==> src/rtl/uart_pkg.sv <==
// Shared UART definitions: frame width, default bit period and receiver state encoding.
// The transmitter side uses the same constants.
package uart_pkg;

    localparam int DATA_BITS            = 8;
    localparam int CLKS_PER_BIT_DEFAULT = 868;  // 100 MHz / 115200 baud

    typedef enum logic [2:0] {
        IDLE  = 3'd0,
        START = 3'd1,
        DATA  = 3'd2,
        STOP  = 3'd3,
        BREAK = 3'd4
    } rx_state_t;

endpackage

==> src/rtl/uart_rx_if.sv <==
// Byte stream from the UART receiver to its consumer.
// valid/ready: a byte moves on every clock edge where valid && ready; once valid rises,
// the source holds valid and rx_data_o steady until that edge. ready has no effect while valid is low.
interface uart_rx_if;
    import uart_pkg::*;

    logic [DATA_BITS-1:0] rx_data_o;
    logic                 valid;
    logic                 ready;

    modport master (output rx_data_o, output valid, input ready);
    modport slave  (input rx_data_o, input valid, output ready);

endinterface

==> src/rtl/uart_baud_timer.sv <==
// Free-running bit-period counter with synchronous clear.
// Produces strobes at the half-bit and full-bit points measured from the last clear.
module uart_baud_timer
    import uart_pkg::*;
#(
    parameter int CLKS_PER_BIT = CLKS_PER_BIT_DEFAULT
) (
    input  logic clk_i,
    input  logic nreset_i,
    input  logic clr,
    output logic half_tick,
    output logic full_tick
);

    localparam int CNT_W = $clog2(CLKS_PER_BIT);

    logic [CNT_W-1:0] cnt;

    always_ff @(posedge clk_i) begin
        if (!nreset_i) begin
            cnt <= '0;
        end else if (clr || full_tick) begin
            cnt <= '0;
        end else begin
            cnt <= cnt + CNT_W'(1);
        end
    end

    assign half_tick = (cnt == CNT_W'(CLKS_PER_BIT / 2 - 1));
    assign full_tick = (cnt == CNT_W'(CLKS_PER_BIT - 1));

endmodule

==> src/rtl/uart_rx.sv <==
// 8N1 UART receiver: synchronizes rx_i, samples each bit at its centre and hands bytes
// out over a valid/ready holding register, flagging framing errors and overruns.
module uart_rx
    import uart_pkg::*;
#(
    parameter int CLKS_PER_BIT = CLKS_PER_BIT_DEFAULT
) (
    input  logic       clk_i,
    input  logic       nreset_i,
    input  logic       rx_i,
    uart_rx_if.master  stream,
    output logic       frame_err_o,
    output logic       overrun_o,
    output rx_state_t  state_dbg
);

    rx_state_t                state, state_next;
    logic [1:0]               sync;
    logic                     rx_s;
    logic [2:0]               bit_cnt;
    logic [DATA_BITS-1:0]     shift;
    logic [DATA_BITS-1:0]     rx_data;
    logic                     valid;
    logic                     timer_clr, half_tick, full_tick;
    logic                     sample_bit, deliver, frame_err_set;
    logic                     handshake, hold_full;

    assign rx_s      = sync[1];
    assign handshake = valid && stream.ready;
    // A full holding register that is not being drained this cycle cannot take a new byte.
    assign hold_full = valid && !stream.ready;

    uart_baud_timer #(.CLKS_PER_BIT(CLKS_PER_BIT)) u_timer (
        .clk_i     (clk_i),
        .nreset_i  (nreset_i),
        .clr       (timer_clr),
        .half_tick (half_tick),
        .full_tick (full_tick)
    );

    always_ff @(posedge clk_i) begin
        if (!nreset_i) begin
            state <= IDLE;
        end else begin
            state <= state_next;
        end
    end

    always_comb begin
        state_next    = state;
        timer_clr     = 1'b0;
        sample_bit    = 1'b0;
        deliver       = 1'b0;
        frame_err_set = 1'b0;
        case (state)
            IDLE: begin
                timer_clr = 1'b1;
                if (!rx_s) state_next = START;
            end
            START: begin
                if (half_tick) begin
                    timer_clr  = 1'b1;
                    state_next = rx_s ? IDLE : DATA;
                end
            end
            DATA: begin
                if (full_tick) begin
                    sample_bit = 1'b1;
                    if (bit_cnt == 3'(DATA_BITS - 1)) state_next = STOP;
                end
            end
            STOP: begin
                if (full_tick) begin
                    if (rx_s) begin
                        deliver    = 1'b1;
                        state_next = IDLE;
                    end else begin
                        frame_err_set = 1'b1;
                        state_next    = BREAK;
                    end
                end
            end
            BREAK: begin
                timer_clr = 1'b1;
                if (rx_s) state_next = IDLE;
            end
            default: state_next = IDLE;
        endcase
    end

    always_ff @(posedge clk_i) begin
        if (!nreset_i) begin
            sync        <= 2'b11;
            bit_cnt     <= '0;
            shift       <= '0;
            rx_data     <= '0;
            valid       <= 1'b0;
            frame_err_o <= 1'b0;
            overrun_o   <= 1'b0;
        end else begin
            sync        <= {sync[0], rx_i};
            frame_err_o <= frame_err_set;
            overrun_o   <= deliver && hold_full;
            if (sample_bit) begin
                shift   <= {rx_s, shift[DATA_BITS-1:1]};
                bit_cnt <= bit_cnt + 3'd1;
            end
            if (deliver && !hold_full) begin
                rx_data <= shift;
                valid   <= 1'b1;
            end else if (handshake) begin
                valid <= 1'b0;
            end
        end
    end

    assign stream.rx_data_o = rx_data;
    assign stream.valid     = valid;
    assign state_dbg        = state;

endmodule

==> src/flat_wrapper.sv <==
// flat-port wrapper written by rule: the top's interface ports become plain ports
module uart_rx_flat import uart_pkg::*;
#(
    parameter int CLKS_PER_BIT = CLKS_PER_BIT_DEFAULT
)
  (clk_i, nreset_i, rx_i, frame_err_o, overrun_o, state_dbg, stream_rx_data_o, stream_valid, stream_ready);
  uart_rx_if stream_i ();
  input  logic clk_i;
  input  logic nreset_i;
  input  logic rx_i;
  output logic frame_err_o;
  output logic overrun_o;
  output rx_state_t state_dbg;
  output wire logic [$bits(stream_i.rx_data_o)-1:0] stream_rx_data_o;
  output wire logic [$bits(stream_i.valid)-1:0] stream_valid;
  input wire logic [$bits(stream_i.ready)-1:0] stream_ready;
  assign stream_rx_data_o = stream_i.rx_data_o;
  assign stream_valid = stream_i.valid;
  assign stream_i.ready = stream_ready;
  uart_rx #(.CLKS_PER_BIT(CLKS_PER_BIT)) u_core (.clk_i(clk_i), .nreset_i(nreset_i), .rx_i(rx_i), .stream(stream_i), .frame_err_o(frame_err_o), .overrun_o(overrun_o), .state_dbg(state_dbg));
endmodule
==> config.mk <==
export PLATFORM = sky130hd
export DESIGN_NAME = uart_rx_flat
export DESIGN_NICKNAME = d
export VERILOG_FILES = /design/src/rtl/uart_pkg.sv /design/src/rtl/uart_rx_if.sv /design/src/rtl/uart_baud_timer.sv /design/src/rtl/uart_rx.sv /design/src/flat_wrapper.sv
export SDC_FILE = /design/constraint.sdc
export NUM_CORES = 1
export LEC_CHECK = 0
export CAP_MARGIN = 20
export CORE_MARGIN = 1
export CORE_UTILIZATION = 28
export CTS_CLUSTER_DIAMETER = 50
export DETAILED_ROUTE_END_ITERATION = 10
export SYNTH_ARGS = -nofsm -noshare
export SYNTH_HDL_FRONTEND = slang
export SYNTH_SLANG_ARGS = --single-unit
==> constraint.sdc <==
create_clock -name clk_i -period 5 [get_ports clk_i]
set_clock_uncertainty 0.2 [all_clocks]
set_input_delay 1 -clock clk_i [delete_from_list [all_inputs] [get_ports clk_i]]
set_output_delay 1 -clock clk_i [all_outputs]
set_load 0.05 [all_outputs]
==> results of run 1 <==
final timing paths:
path / endpoint / cells past startpoint / from / slack [ns]
worst max-delay path: state_dbg[2] / 1 / u_core.state_dbg[2] / 2.16
worst min-delay path: u_core.sync[1] / 1 / u_core.sync[0] / 0.21
worst max register to register: u_core.bit_cnt[2] / 5 / u_core.u_timer.cnt[0] / 2.74
worst min register to register: u_core.sync[1] / 1 / u_core.sync[0] / 0.21
synth_stat cells, drive strengths merged, types with 4 or more instances:
library cell / instances
mux2i: 11
nand3: 14
o21ai: 9
ha: 4
a21oi: 15
nor3: 14
inv: 4
nand2: 6
xnor2: 6
nand2b: 4
xor2: 4
nor2: 14
dfxtp: 37
nand4: 4
nor3b: 4
clkbuf: 4
layer usage:
layer | part of all wire [%] | vias up
met5 | 0 | -
met4 | 3.2 | 0
met3 | 3.8 | 7
met2 | 39 | 30
met1 | 54 | 550
li1 | - | 648
cells in the final DEF (no fill, tap or decap), drive strengths merged, types with 2 or more instances in the layout:
cell,n
xnor2,6
xor2,4
nor2b,2
o21ai,9
nand3,14
nor3b,4
mux2i,11
clkinv,2
dfxtp,37
clkdlybuf4s50,17
nand4,4
nand2b,4
nor2,14
and4b,2
a21oi,15
clkbuf,6
inv,4
nand2,6
ha,4
nor3,14
or4,3
registers in the layout, indices dropped and copies added (netlist names):
register	flops
u_core.frame_err_o	1
u_core.u_timer.cnt	10
u_core.sync	2
u_core.stream.rx_data_o	8
u_core.stream.valid	1
u_core.shift	8
u_core.state_dbg	3
u_core.overrun_o	1
u_core.bit_cnt	3
through the flow:
step	area [um^2]	std cells	utilization, %	worst slack (ns)	power, uW
after floorplan	1580	171	-	2.89	394
after global placement	1810	252	34.4	2.07	420
after detailed placement	1810	252	34.4	2.03	420
after CTS	1900	260	36.0	2.15	621
after global routing	1900	260	36.0	2.06	645
final	1900	260	36.0	2.16	611
layout make-up:
class	count	area share, %
sequential	37	39.1
timing repair buffer	17	8.98
inverter	4	0.792
clock buffer	6	3.83
tap	70	4.62
multi-input combinational	124	42.2
clock inverter	2	0.528
cell families after synthesis:
group                    after synthesis
AO/OA/AOI/OAI                         26
XOR/XNOR                              10
adder cells (fa/ha/maj)                4
flip-flops                            37
AND/OR/NAND/NOR                       73
multiplexers                          11
buffers and inverters                 10
power groups by stage:
stage	logic (uW)	clock network, uW	registers [uW]
5_1_grt	103	218	324
4_1_cts	93.4	208	320
6_report	92.6	199	320
3_5_place_dp	92.9	0	327
2_1_floorplan	55.4	0	338
3_3_place_gp	92.7	0	327
worst register-to-register path, delay by kind of cell (launching register included):
kind          cells  cell delay (ns)
fa+ha+maj         1             0.22
flops             1             0.40
mux               1             0.36
simple gates      3             0.95
==> out/summary.md, run 1 <==
The mean instance size in the synthesized netlist was 9.24 um^2; the clock-pin transition on the worst setup and hold timing paths was 0.07 ns. Port buffer count: 17. The largest net degree at the start of global routing is 24, and the H-tree depth is 2. Derived from the worst setup path, the maximum achievable clock frequency is 352 MHz. Slowest stage cell on the critical path: clkdlybuf4s50_1. Gates resized during post-CTS repair numbered 0. Along the worst path, the maximum fanout reaches 9. The number of enable-type register cells in the synthesized netlist came out at 0.

The switching part of the total was 28.0%. The flow ran to the end, and the final reports show no timing, DRC or antenna violations. The synthesized-area fraction occupied by and/or/nand/nor cells works out to 25.8%. The dominant cell type by area after synthesis was dfxtp_1.

The final sum of negative setup slack came out at 0 ns. Category of the critical setup timing path: flop to output pin. For this run, global-route usage on met3 was measured as 2.50%. The later pin in the worst-skew pair is clocked with a latency of 0.29 ns. Summing the areas of all fa, ha and maj instances in the mapped netlist gives 3.17% of the synthesized area. The clock network accounts for 32.6% of the total power.

The layer flagged by global routing as most heavily used is met2. The routing usage on met1 is 14.1%, and the antenna cell count is 0. The growth of design area from synthesis to finish came out at 20.0%.

The number of global-route vias before repair was 1,169; the global-route total usage across every layer was 10.8%. The number of nets handed over by synthesis was 179. The tools report the number of buffers inserted by hold repair at cts as 0. By area the synthesized netlist is led by dfxtp_1 (47%), mux2i_1 (7.0%), a21oi_1 (4.4%), nand3_1 (4.4%), nor3_1 (4.4%). From bottom edge to top edge, the die measures 77.1 um.

The worst pin sits at a relative slew slack of 50.9%. For this run, the detailed router's first-pass iteration total came to 4. The initial antenna violation count came out at 0. VDD sags by at most 0.150 mV.

At the pin with the least slew margin, the transition time is 0.734 ns. The overflow left after global routing was 0. Met2 capacity usage during global routing: 15.3%.

Setup violations remaining at the end of the flow were counted as 0. Registers take 741 um^2. In the routed layout, each cell is associated on average with a via count of 4.75. Post-CTS setup buffer count: 0. The cell type group with the largest total delay on the critical path is buffers and inverters. The buffer levels on the longest clock path was 2; the fraction of final layout cells sized beyond drive strength 1 was 6.84%. TritonCTS built the clock tree. The data arrival time of the worst path was 1.64 ns.

Of the synthesized area, sequential elements account for 46.9%. Number of pins exceeding their max-slew limit in the final report: 0. After layout, the worst path uses 56.9% of the clock period.

The HPWL after detailed placement was 2010 um; the sum of buffers and inverters on the critical path was 1. The TritonCTS sink count was 37. The critical path goes through clkdlybuf4s50_1. The final layout contains routed wiring with a total length of 2910 um. In the final layout, the multi-input gates occupy 800 um^2.

The first-iteration detailed-routing DRC count is 45, and the number of fill cells is 577. The tools report the summed instance area of the synthesized netlist as 1580 um^2. The final period demand of the worst path came out at 2.84 ns. The category of the worst setup path launch point is a flop.

After synthesis, the share of flip-flops with an asynchronous set or reset is 0%. The most used flip-flop cell after synthesis was dfxtp_1. The tool flagged a number of max-cap violations equal to 0.

Of the total synthesized cell area, the portion taken by XOR and XNOR cells is 5.54%. For the synthesized instance count, the log shows 171. For the count of unresolved DRC violations after routing, the log shows 0. The first global-routing pass estimated 5090 um of wire.

Counting distinct cell types in the post-synthesis netlist gives 32. The number of warning messages in the yosys log was 0; the total leakage power was 0.000712 uW. The number of nets in the layout was 197. In this run the power spent charging and discharging nets is 171 uW.

The width of the die is 77.1 um. The number of clock buffers added by TritonCTS is 5. In the final routed layout, each cell accounts on average for 11.2 um. Compound-cell area share of the yosys netlist: 9.11%.

The number of hold violations in the final report came out at 0. The top cell type by area accounts for 46.9% of the synthesized area. The total core area was 5270 um^2. Sequential cells account for 52.3% of the total power.

The classification of the worst-slack hold path was flop to flop. For this configuration, the core starts out at a cell density of 30.0%. Setup repair after global routing left no endpoint under its margin.

The number of vias in the routed layout is 1,235. Final hold analysis gives a worst-case slack of 0.209 ns. After synthesis the netlist holds a flip-flop and latch count of 37. The run gives 26 as the number of rows in the core area. The floorplan step defined a die boundary enclosing 5950 um^2. The placer congestion estimate was 0.779.

The number of routed nets with antenna violations was 0. Category of the worst setup path capture point: an output pin. For this design the ratio of total power to cell area is 322 nW/um^2. Cell internal power was estimated by the tool at 440 uW. The fraction of synthesized area in multiplexers was 6.97%.

In this run, the combinational gates consume 15.2% of the power. Main combinational cell family by area after synthesis: simple AND/OR/NAND/NOR gates. The run gives 18 as the total I/O pin count. For the worst setup path, the data required time is 3.80 ns. For this run, the slowest stage of the critical path takes 0.87 ns.

The tree is rooted in a clkbuf_8.
(Power assumes the default switching activity.)
==> inputs of run 2 (changes only) <==
==> constraint.sdc (replaced) <==
create_clock -name clk_i -period 2.49 [get_ports clk_i]
set_clock_uncertainty 0.2 [all_clocks]
set_input_delay 0.498 -clock clk_i [delete_from_list [all_inputs] [get_ports clk_i]]
set_output_delay 0.498 -clock clk_i [all_outputs]
set_load 0.05 [all_outputs]
==> run 2 against run 1 <==
Net effect:
- wire length is 0.83% higher
- sequential share of layout area fell by 1.5 points
- critical path depth stayed put
- sequential power increased by 100%
- die area unchanged
- critical path type unchanged
- largest power group unchanged
- highest routed layer unchanged
==> out/summary.md, run 2 (synthesis results as in run 1) <==
The run finished with clean final reports. The run gives 1840 um^2 (+1.2%) as the post-detailed-placement cell area. The number of flip-flops under the largest register name is 10 (unchanged), and the port buffer count is 17 (unchanged). For the count of unresolved DRC violations after routing, the log shows 0 (unchanged). The routed wirelength normalized by instance count is 11.1 um (-0.32%).

The logs give 0 (unchanged) for the number of hold violations in the final report and 571 (-1.0%) for the number of fill cells. The first-iteration detailed-routing DRC count was 41 (-8.9%). The tools report the H-tree depth as 2 (unchanged). The run gives 0.745 (-4.4%) as the placer congestion estimate.

The largest individual stage delay along the critical path comes from the cell clkdlybuf4s50_1. The final instance area came out at 1970 um^2 (+4.1%). The total wire length is 2930 um (+0.83%), and the HPWL after detailed placement is 2050 um (+2.1%). Wire length of the first global-routing pass: 5080 um (-0.27%).

For the number of vias in the routed layout, the log shows 1,251 (+1.3%). Worst-case vdd ir drop: 0.394 mV (+160%). Total clock buffers created by CTS: 5 (unchanged).

The overflow left after global routing was 0 (unchanged); the effective utilization at floorplan was 30.0% (unchanged). The post-route fraction of the period consumed by the critical path is 93.1%. The buffer levels on the longest clock path is 2 (unchanged), and the mean number of vias per cell is 4.76 (+0.14%).

The tools report the total core area as 5270 um^2 (unchanged). The total I/O pin count came out at 18 (unchanged). The width of the die came out at 77.1 um (unchanged). Setup repair after global routing left no endpoint under its margin. For the number of nets in the layout, the log shows 200 (+1.5%). The area growth from synthesis to layout is 24.9%. For the relative slew slack, the log shows 66.5% (+16 points). Initial antenna violation count: 0 (unchanged). On the critical path the largest part of the delay comes from buffers and inverters. The category of the worst setup path capture point was an output pin.

The post-CTS setup buffer count was 0 (unchanged); the number of rows in the core area was 26 (unchanged). The global-route total usage across every layer came out at 10.7% (-0.12 points). The iteration count of the initial detailed-routing pass was 4 (unchanged).

The tools report the total die area as 5950 um^2 (unchanged). The logs give 0 (unchanged) for the number of buffers inserted by hold repair at cts and 1.79 ns (-2.01 ns) for the data required time of the worst path. The tools report the number of routed nets with antenna violations as 0 (unchanged). The data arrival time of the worst path is 1.62 ns (-0.02 ns). The fraction of final layout cells sized beyond drive strength 1 came out at 8.81% (+2.0 points). The top cell types in the final layout, fill and taps aside, are dfxtp_1 (37), clkdlybuf4s50_1 (17). The run gives 1,115 (-4.6%) as the number of global-route vias before repair.

TritonCTS built the clock tree. The top achievable clock speed came out at 431 MHz. The slew at the pin closest to its max-slew limit is 0.500 ns (-0.234 ns), and the total leakage power is 0.000749 uW (+5.3%). The worst hold path belongs to the class flop to flop.

The run gives 22 (-8.3%) as the largest net degree at the start of global routing. The TritonCTS sink count is 37 (unchanged). The cell sitting at the root of the clock tree is a clkbuf_8.

The smallest clock period supported by the final layout is computed as 2.32 ns. The power density normalized to cell area is 735 nW/um^2 (+130%). The run gives 1450 uW (+140%) as the total power. The clock-pin transition on the worst setup and hold timing paths works out to 0.07 ns (about the same). Walking the worst path, the cells encountered are clkdlybuf4s50_1. The worst setup path is launched from a flop. Counting flops per register, the top entry is u_core.u_timer.cnt.

The maximum fanout along the worst path works out to 10 (+1). The worst setup path is of the flop to output pin kind. The later-pin clock latency in the skew report is 0.29 ns (about the same), and the final number of setup-violating endpoints is 0 (unchanged).

The tools report the number of pins exceeding their max-slew limit in the final report as 0 (unchanged). The library cell used most frequently in the layout, excluding fill and tap cells, is dfxtp_1. Post-cts sizing count: 0 (unchanged). The y dimension of the die came out at 77.1 um (unchanged). The final sum of negative setup slack was 0 ns (unchanged); the sum of buffers and inverters on the critical path was 1 (unchanged).

Antenna cell count: 0 (unchanged). The biggest cell delay along the critical path was 0.86 ns (about the same); the slack of the worst reg-to-reg path was 0.43 ns (-2.31 ns). The count of max-cap constraint violations is 0 (unchanged).
run 2: changes by cell type in the layout (fill, tap and decap cells not counted):
| cell | before | now |
|---|---|---|
| bufinv_16 | 0 | 2 |
| inv_6 | 0 | 1 |
| clkinv_2 | 2 | 0 |
| clkbuf_1 | 1 | 0 |
| buf_4 | 0 | 3 |
run 2: per-layer routing:
layer | wire, um | global-route usage (%) | vias up
met2 | 1210 | 15.2 | 33
met3 | 133 | 3.21 | 2
li1 | - | - | 653
met5 | 0 | 0 | -
met4 | 34 | 4.53 | 0
met1 | 1550 | 14.8 | 563
run 2: through the flow:
step / std cells / utilization, % / setup WS [ns] / hold WS, ns
after CTS: 263 / 37.4 / 0.163 / 0.218
final: 263 / 37.4 / 0.172 / 0.214
after detailed placement: 255 / 34.8 / 0.448 / 0.200
after global routing: 263 / 37.4 / 0.0915 / 0.238
after floorplan: 171 / - / 0.378 / 0.186
after global placement: 255 / 34.8 / 0.449 / 0.191
run 2: layout make-up:
type / instances / area, um^2 / area share, %
multi-input combinational: 124 / 800 / 40.5
tap: 70 / 87.6 / 4.44
sequential: 37 / 741 / 37.5
timing repair buffer: 20 / 193 / 9.77
clock inverter: 3 / 68.8 / 3.49
clock buffer: 5 / 68.8 / 3.49
inverter: 4 / 15.0 / 0.761
run 2: final timing paths:
| kind | from | endpoint | cells after the start |
|---|---|---|---|
| worst max-delay path | u_core.state_dbg[0] | state_dbg[0] | 1 |
| worst min-delay path | u_core.sync[0] | u_core.sync[1] | 1 |
| worst max register to register | u_core.u_timer.cnt[0] | u_core.state_dbg[1] | 5 |
| worst min register to register | u_core.sync[0] | u_core.sync[1] | 1 |
run 2: power by group:
part	switching (uW)	internal [uW]
sequential	30.8	611
clock	218	403
combinational	107	80.3
total	356	1090
==> inputs of run 3 (changes only) <==
--- a/config.mk
+++ b/config.mk
@@ -8,6 +8,7 @@
 export CAP_MARGIN = 20
 export CORE_MARGIN = 1
 export CORE_UTILIZATION = 28
+export CTS_BUF_LIST = sky130_fd_sc_hd__clkbuf_8
 export CTS_CLUSTER_DIAMETER = 50
 export DETAILED_ROUTE_END_ITERATION = 10
 export SYNTH_ARGS = -nofsm -noshare
==> results of run 3 <==
Final layout, timing and power as in run 2 (identical DEF).
